==> src/rtl/uart_rx_pkg.sv <==
// Shared types and constants for the UART receiver: FSM states, parity
// type encodings and the legal oversampling range.
package uart_rx_pkg;

  typedef enum logic [2:0] {
    IDLE,
    START,
    DATA,
    PARITY,
    STOP
  } rx_state_e;

  localparam logic PAR_EVEN = 1'b0;
  localparam logic PAR_ODD  = 1'b1;

  localparam int PRESCALE_MIN = 8;
  localparam int PRESCALE_MAX = 32;

endpackage

==> src/rtl/uart_rx_sampler.sv <==
// Per-bit oversampling counter and sample-point decision for uart_rx.
// Build option: UART_RX_MAJORITY_VOTE_EN selects a 3-sample majority vote.
module uart_rx_sampler #(
  parameter int PRESCALE_WIDTH = 6
) (
  input  logic                      clk,
  input  logic                      rst,
  input  logic                      rx_s,
  input  logic                      cnt_en,
  input  logic [PRESCALE_WIDTH-1:0] prescale,
  output logic                      bit_val,
  output logic                      sample_done,
  output logic                      bit_end
);

  localparam logic [PRESCALE_WIDTH-1:0] ONE = PRESCALE_WIDTH'(1);

  logic [PRESCALE_WIDTH-1:0] edge_cnt_q, edge_cnt_d;
  logic [PRESCALE_WIDTH-1:0] half;

  assign half    = prescale >> 1;
  assign bit_end = (edge_cnt_q == (prescale - ONE));

  always_comb begin
    edge_cnt_d = '0;
    if (cnt_en && !bit_end) begin
      edge_cnt_d = edge_cnt_q + ONE;
    end
  end

`ifdef UART_RX_MAJORITY_VOTE_EN
  logic vote_a_q, vote_a_d;
  logic vote_b_q, vote_b_d;

  always_comb begin
    vote_a_d = vote_a_q;
    vote_b_d = vote_b_q;
    if (edge_cnt_q == (half - ONE)) vote_a_d = rx_s;
    if (edge_cnt_q == half)         vote_b_d = rx_s;
  end

  // Third sample is the live line, so the decision lands one count late.
  assign sample_done = (edge_cnt_q == (half + ONE));
  assign bit_val     = (vote_a_q & vote_b_q) | (vote_a_q & rx_s) | (vote_b_q & rx_s);

  always_ff @(posedge clk or posedge rst) begin
    if (rst) begin
      vote_a_q <= 1'b1;
      vote_b_q <= 1'b1;
    end else begin
      vote_a_q <= vote_a_d;
      vote_b_q <= vote_b_d;
    end
  end
`else
  assign sample_done = (edge_cnt_q == half);
  assign bit_val     = rx_s;
`endif

  always_ff @(posedge clk or posedge rst) begin
    if (rst) begin
      edge_cnt_q <= '0;
    end else begin
      edge_cnt_q <= edge_cnt_d;
    end
  end

endmodule

==> src/rtl/uart_rx.sv <==
// UART receiver: synchronizes RX_IN, frames start/data/parity/stop bits and
// strobes the received word. Build option: UART_RX_MAJORITY_VOTE_EN.
module uart_rx
  import uart_rx_pkg::*;
#(
  parameter int DATA_WIDTH     = 8,
  parameter int PRESCALE_WIDTH = 6
) (
  input  logic                      CLK,
  input  logic                      RST,
  input  logic                      RX_IN,
  input  logic [PRESCALE_WIDTH-1:0] Prescale,
  input  logic                      PAR_EN,
  input  logic                      PAR_TYP,
  output logic [DATA_WIDTH-1:0]     P_DATA,
  output logic                      Data_Valid,
  output logic                      Parity_Error,
  output logic                      Stop_Error
);

  localparam int CW = (DATA_WIDTH > 1) ? $clog2(DATA_WIDTH) : 1;
  localparam logic [CW-1:0] LAST_BIT = CW'(DATA_WIDTH - 1);

  rx_state_e                 state_q, state_d;
  logic                      rx_meta_q, rx_s_q;
  logic [CW-1:0]             bit_cnt_q, bit_cnt_d;
  logic [DATA_WIDTH-1:0]     shift_q, shift_d;
  logic [DATA_WIDTH-1:0]     p_data_q, p_data_d;
  logic [PRESCALE_WIDTH-1:0] prescale_q, prescale_d;
  logic                      par_en_q, par_en_d;
  logic                      par_typ_q, par_typ_d;
  logic                      par_err_q, par_err_d;
  logic                      stop_err_q, stop_err_d;
  logic                      data_valid_q, data_valid_d;
  logic                      parity_error_q, parity_error_d;
  logic                      stop_error_q, stop_error_d;

  logic                      cnt_en;
  logic                      bit_val, sample_done, bit_end;
  logic [PRESCALE_WIDTH-1:0] prescale_cur;

  // While idle the live Prescale drives the counter; it is frozen once a frame starts.
  assign prescale_cur = (state_q == IDLE) ? Prescale : prescale_q;

  uart_rx_sampler #(
    .PRESCALE_WIDTH(PRESCALE_WIDTH)
  ) u_sampler (
    .clk        (CLK),
    .rst        (RST),
    .rx_s       (rx_s_q),
    .cnt_en     (cnt_en),
    .prescale   (prescale_cur),
    .bit_val    (bit_val),
    .sample_done(sample_done),
    .bit_end    (bit_end)
  );

  always_comb begin
    state_d        = state_q;
    bit_cnt_d      = bit_cnt_q;
    shift_d        = shift_q;
    p_data_d       = p_data_q;
    prescale_d     = prescale_q;
    par_en_d       = par_en_q;
    par_typ_d      = par_typ_q;
    par_err_d      = par_err_q;
    stop_err_d     = stop_err_q;
    data_valid_d   = 1'b0;
    parity_error_d = 1'b0;
    stop_error_d   = 1'b0;
    cnt_en         = 1'b1;

    case (state_q)
      IDLE: begin
        cnt_en = !rx_s_q;
        if (!rx_s_q) begin
          state_d    = START;
          prescale_d = Prescale;
          par_en_d   = PAR_EN;
          par_typ_d  = PAR_TYP;
          par_err_d  = 1'b0;
          stop_err_d = 1'b0;
        end
      end
      START: begin
        if (sample_done && bit_val) begin
          state_d = IDLE;
          cnt_en  = 1'b0;
        end else if (bit_end) begin
          state_d   = DATA;
          bit_cnt_d = '0;
        end
      end
      DATA: begin
        if (sample_done) shift_d[bit_cnt_q] = bit_val;
        if (bit_end) begin
          if (bit_cnt_q == LAST_BIT) begin
            bit_cnt_d = '0;
            state_d   = par_en_q ? PARITY : STOP;
          end else begin
            bit_cnt_d = bit_cnt_q + CW'(1);
          end
        end
      end
      PARITY: begin
        if (sample_done) par_err_d = (bit_val != ((^shift_q) ^ (par_typ_q == PAR_ODD)));
        if (bit_end) state_d = STOP;
      end
      STOP: begin
        if (sample_done) stop_err_d = !bit_val;
        if (bit_end) begin
          state_d        = IDLE;
          data_valid_d   = !par_err_q && !stop_err_q;
          parity_error_d = par_err_q;
          stop_error_d   = stop_err_q;
          if (!par_err_q && !stop_err_q) p_data_d = shift_q;
        end
      end
      default: state_d = IDLE;
    endcase
  end

  always_ff @(posedge CLK or posedge RST) begin
    if (RST) begin
      state_q        <= IDLE;
      rx_meta_q      <= 1'b1;
      rx_s_q         <= 1'b1;
      bit_cnt_q      <= '0;
      shift_q        <= '0;
      p_data_q       <= '0;
      prescale_q     <= '0;
      par_en_q       <= 1'b0;
      par_typ_q      <= PAR_EVEN;
      par_err_q      <= 1'b0;
      stop_err_q     <= 1'b0;
      data_valid_q   <= 1'b0;
      parity_error_q <= 1'b0;
      stop_error_q   <= 1'b0;
    end else begin
      state_q        <= state_d;
      rx_meta_q      <= RX_IN;
      rx_s_q         <= rx_meta_q;
      bit_cnt_q      <= bit_cnt_d;
      shift_q        <= shift_d;
      p_data_q       <= p_data_d;
      prescale_q     <= prescale_d;
      par_en_q       <= par_en_d;
      par_typ_q      <= par_typ_d;
      par_err_q      <= par_err_d;
      stop_err_q     <= stop_err_d;
      data_valid_q   <= data_valid_d;
      parity_error_q <= parity_error_d;
      stop_error_q   <= stop_error_d;
    end
  end

  assign P_DATA       = p_data_q;
  assign Data_Valid   = data_valid_q;
  assign Parity_Error = parity_error_q;
  assign Stop_Error   = stop_error_q;

endmodule

==> config.mk <==
export PLATFORM = sky130hd
export DESIGN_NAME = uart_rx
export DESIGN_NICKNAME = d
export VERILOG_FILES = /design/src/rtl/uart_rx_pkg.sv /design/src/rtl/uart_rx_sampler.sv /design/src/rtl/uart_rx.sv
export SDC_FILE = /design/constraint.sdc
export NUM_CORES = 1
export LEC_CHECK = 0
export ABC_AREA = 1
export ABC_CLOCK_PERIOD_IN_PS = 3200
export BUFFER_PORTS_ARGS = -buffer_cell sky130_fd_sc_hd__clkbuf_2
export CAP_MARGIN = 5
export CORE_MARGIN = 8
export CORE_UTILIZATION = 50
export CTS_CLUSTER_DIAMETER = 60
export DETAILED_ROUTE_END_ITERATION = 12
export GPL_TIMING_DRIVEN = 0
export PLACE_DENSITY = 0.74
export SLEW_MARGIN = 30
export SYNTH_ARGS = -nofsm -noshare
export SYNTH_HDL_FRONTEND = slang
export SYNTH_HIERARCHICAL = 1
export SYNTH_SLANG_ARGS = --single-unit
==> constraint.sdc <==
create_clock -name CLK -period 3.2 [get_ports CLK]
set_clock_uncertainty 0.05 [all_clocks]
set_input_delay 0.64 -clock CLK [delete_from_list [all_inputs] [get_ports CLK]]
set_output_delay 0.64 -clock CLK [all_outputs]
set_load 0.005 [all_outputs]
==> run summary <==
GLOBAL ROUTE
-----------------------------------------------------------------------------------------------------------------
Largest net degree at the start of global routing                                                              38
First-pass GRT wire length                                                                                8038 um
Number of antenna violations at the first check in global routing                                               0
Number of global-route vias before repair                                                                    1833
Overall routing resource usage                                                                             13.35%
Overflow after GRT                                                                                              0

TIMING
-----------------------------------------------------------------------------------------------------------------
Fin crit share                                                                                             92.53%
Final hold violation count                                                                                      0
Worst Hold Margin                                                                                        198.2 ps
Number of slew-limit violations in the final report                                                             0
Max frequency                                                                                           337.7 MHz
RSZ-0062 raised after global routing                                                                           no
Final Critical Period                                                                                     2961 ps
Max-Slew Margin vs Limit                                                                                   50.34%
Worst-margin pin slew                                                                                    743.8 ps
Worst setup margin                                                                                       239.0 ps
Fin Setup TNS                                                                                                0 ps
Finish-stage setup viols                                                                                        0

SYNTH
-----------------------------------------------------------------------------------------------------------------
Area fraction of the dominant cell type after synthesis                                                    41.86%
Library cell with the highest instance count after synthesis                                         sky130_fd_sc_hd__nand2_1
Number of enable flip-flop cells after synthesis                                                                0
Share of flip-flops with an asynchronous set or reset after synthesis                                      100.0%
Portion of the post-synthesis area used by sequential elements                                             44.00%
FF+latch count, synth                                                                                          43
Average cell area after synthesis                                                                       7.757 um2
Synthesized instance count                                                                                    316
Synth Area in XOR/XNOR                                                                                     2.859%
Cell variety after synth                                                                                       29
Most instantiated flip-flop cell in the synthesis netlist                                            sky130_fd_sc_hd__dfrtp_1
Synthesized area                                                                                     0.002451 mm2
Cell types with the largest area share after synthesis                                               sky130_fd_sc_hd__dfrtp_1, sky130_fd_sc_hd__nand2_1, sky130_fd_sc_hd__inv_1
Yosys warning total                                                                                             6
Compound-gate portion of the synthesized area                                                              11.94%
Dominant combinational cell family by area after synthesis                                           simple AND/OR/NAND/NOR gates
Mux cell area share after synthesis                                                                            0%
Synth top cells by count                                                                             sky130_fd_sc_hd__nand2_1, sky130_fd_sc_hd__inv_1, sky130_fd_sc_hd__dfrtp_1
Cell accounting for the most synthesized area                                                        sky130_fd_sc_hd__dfrtp_1
Arithmetic-cell share of the synthesized area counting full adders, half adders and majority gates         2.042%
Simple-Gate Fraction of Synth Area                                                                         30.32%
Post-Synthesis Net Count                                                                                      331

CRITICAL PATH
-----------------------------------------------------------------------------------------------------------------
Launching element type of the critical path                                                                  flop
Arrival time of data at the critical path endpoint                                                        3110 ps
Maximum fanout along the worst path                                                                            10
Setup CP Type                                                                                             reg2reg
WP data required                                                                                          3350 ps
Critical Path Sink Type                                                                                      flop
Reg-to-reg slack, setup                                                                                    240 ps

OUTCOME
-----------------------------------------------------------------------------------------------------------------
Run status                                                                                           finished clean

CTS
-----------------------------------------------------------------------------------------------------------------
Clk pin slew, worst setup/hold paths                                                                        90 ps
TritonCTS clock tree                                                                                        built
Hold-fix buffer count after cts                                                                                 0
Clock latency on the worst-skew pair                                                                       290 ps
CTS buffer count                                                                                                5
Number of buffers on the longest clock path                                                                     2
Clk sinks                                                                                                      43
Number of levels the H-tree was split into                                                                      2
Library cell used as clock root buffer                                                               sky130_fd_sc_hd__clkbuf_8

PLACED DESIGN
-----------------------------------------------------------------------------------------------------------------
Gp weighted congestion                                                                                     0.8472
Detail Placement HPWL                                                                                     3547 um
Placed cell area                                                                                     0.002640 mm2
Count of buffers inserted at the top-level ports                                                               21
DP Worst Slack                                                                                          -67.31 ps

ROUTING
-----------------------------------------------------------------------------------------------------------------
Routed len/inst                                                                                          11.22 um
Iter 0 DRT Violations                                                                                         137
Number of iterations in the first detailed-routing pass                                                         4
Number of remaining DRC errors                                                                                  0
Vias after detailed routing                                                                                  2013
Post-route ant nets                                                                                             0
Vias per std cell                                                                                           4.886
Total length of routed wires                                                                              4621 um

FLOORPLANNING
-----------------------------------------------------------------------------------------------------------------
Io pins                                                                                                        22
Die H                                                                                                    86.02 um
Overall die width                                                                                        86.02 um
Die Area                                                                                             0.007399 mm2
Core Rows                                                                                                      25
Core Area                                                                                            0.004723 mm2
Starting Density                                                                                           51.89%

CELLS AND AREA
-----------------------------------------------------------------------------------------------------------------
ANT cells                                                                                                       0
Layout Cell Area excl Fill                                                                           0.002748 mm2
Area used by sequential logic in the layout                                                          0.001080 mm2
Number of nets in the layout                                                                                  359
Layout cells sized above 1                                                                                 21.45%
Area of the multi-input gates                                                                        0.001170 mm2
Filler cell count in the final layout                                                                         432
Layout overhead on the synthesized area                                                                    12.10%

RUN
-----------------------------------------------------------------------------------------------------------------
Maximum Capacitance Violations                                                                                  0

POWER
-----------------------------------------------------------------------------------------------------------------
Maximum ir drop on the vdd rail                                                                         0.5149 mV
Leakage                                                                                                  1.457 nW
PwrDens                                                                                              901.0 mW/mm2

MIN PATH
-----------------------------------------------------------------------------------------------------------------
Worst Hold Class                                                                                         in2async

per-layer routing:
metal | vias up | track usage [%] | part of all wire (%)
li1 | 1069 | - | -
met1 | 906 | 17.96 | 51
met2 | 31 | 19.94 | 44
met3 | 7 | 3.247 | 3.8
met4 | 0 | 5.255 | 1.2
met5 | - | 0 | 0
stage by stage:
stage / instances / utilization, % / power (mW)
final: 412 / 58.17 / 2.475
after floorplan: 316 / - / 1.861
after global routing: 412 / 58.17 / 2.729
after CTS: 412 / 57.85 / 2.464
after global placement: 404 / 55.89 / 2.065
after detailed placement: 404 / 55.89 / 2.104
cell type report:
cell class              instances  share of cell area [%]
multi-input cells             218                   42.58
flip-flops and latches         43                   39.30
inverters                      51                   6.967
repair buffers                 21                   3.825
well taps                      67                   3.051
clock buffers                   5                   2.505
plain buffers                   4                  0.9107
clock inverters                 3                  0.8652
state kept, by name, indices dropped and copies added, names as in the netlist, 3 cells and up:
| register | count |
|---|---|
| shift_q | 8 |
| P_DATA | 8 |
| prescale_q | 6 |
| bit_cnt_q | 3 |
| u_sampler/edge_cnt_q | 6 |
| state_q | 3 |
path summary, 6_finish.rpt:
| path | from | endpoint | cells past startpoint |
|---|---|---|---|
| worst max-delay path | state_q[0]$_DFFE_PP0P_ | P_DATA[0]$_DFFE_PP0P_ | 18 |
| worst min-delay path | RST | u_sampler/edge_cnt_q[4]$_DFF_PP0_ | 2 |
| worst max register to register | state_q[0]$_DFFE_PP0P_ | P_DATA[0]$_DFFE_PP0P_ | 18 |
| worst min register to register | rx_meta_q$_DFF_PP1_ | rx_s_q$_DFF_PP1_ | 0 |
| max in group asynchronous | RST | state_q[0]$_DFFE_PP0P_ | 2 |
| min in group CLK | rx_meta_q$_DFF_PP1_ | rx_s_q$_DFF_PP1_ | 0 |
where the power goes:
group	internal, mW	leakage [nW]	switching [mW]
registers	0.692	0.554	0.154
logic	0.454	0.863	0.826
clock network	0.156	0.0408	0.194
cell families after synthesis:
| group | Yosys count |
|---|---|
| AO/OA/AOI/OAI | 50 |
| XOR/XNOR | 8 |
| adder cells (fa/ha/maj) | 4 |
| buffers and inverters | 55 |
| flip-flops | 43 |
| AND/OR/NAND/NOR | 156 |
placed cells by master, fill, tap and decap left out, drive strengths merged, types with 2 or more instances in the layout:
master | synthesis | routed
dfstp | 2 | 2
nand3 | 23 | 23
clkbuf | 0 | 26
xnor2 | 5 | 5
clkinvlp | 0 | 2
a21oi | 14 | 14
xor2 | 3 | 3
nor2 | 28 | 28
o21ai | 24 | 24
ha | 4 | 4
dfrtp | 41 | 41
nand4 | 4 | 4
buf | 4 | 4
inv | 50 | 51
a31oi | 8 | 8
nand2 | 98 | 98
o22ai | 2 | 2
nor3 | 3 | 3
critical path: stages, from the launching register on:
cell and delay, ps:
sky130_fd_sc_hd__dfrtp_2 480, sky130_fd_sc_hd__nor2_4 160, sky130_fd_sc_hd__nand2_1 140, sky130_fd_sc_hd__buf_2 230, sky130_fd_sc_hd__o21ai_2 200, sky130_fd_sc_hd__inv_2 90, sky130_fd_sc_hd__ha_1 300, sky130_fd_sc_hd__inv_1 40
sky130_fd_sc_hd__nand2_1 50, sky130_fd_sc_hd__nand2_1 40, sky130_fd_sc_hd__nor2_1 100, sky130_fd_sc_hd__nand2_1 80, sky130_fd_sc_hd__nor2_2 120, sky130_fd_sc_hd__nand3_2 110, sky130_fd_sc_hd__inv_2 150, sky130_fd_sc_hd__nand4_4 170
sky130_fd_sc_hd__buf_4 220, sky130_fd_sc_hd__nand2_1 80, sky130_fd_sc_hd__o21ai_2 50
repair_timing:
action,in CTS,in global routing
setup endpoints to repair,11,26
resized for setup,3,8
buffers inserted,0,0
endpoints found under the hold margin,0,0
Note: power is estimated with default switching activity, not from simulation.
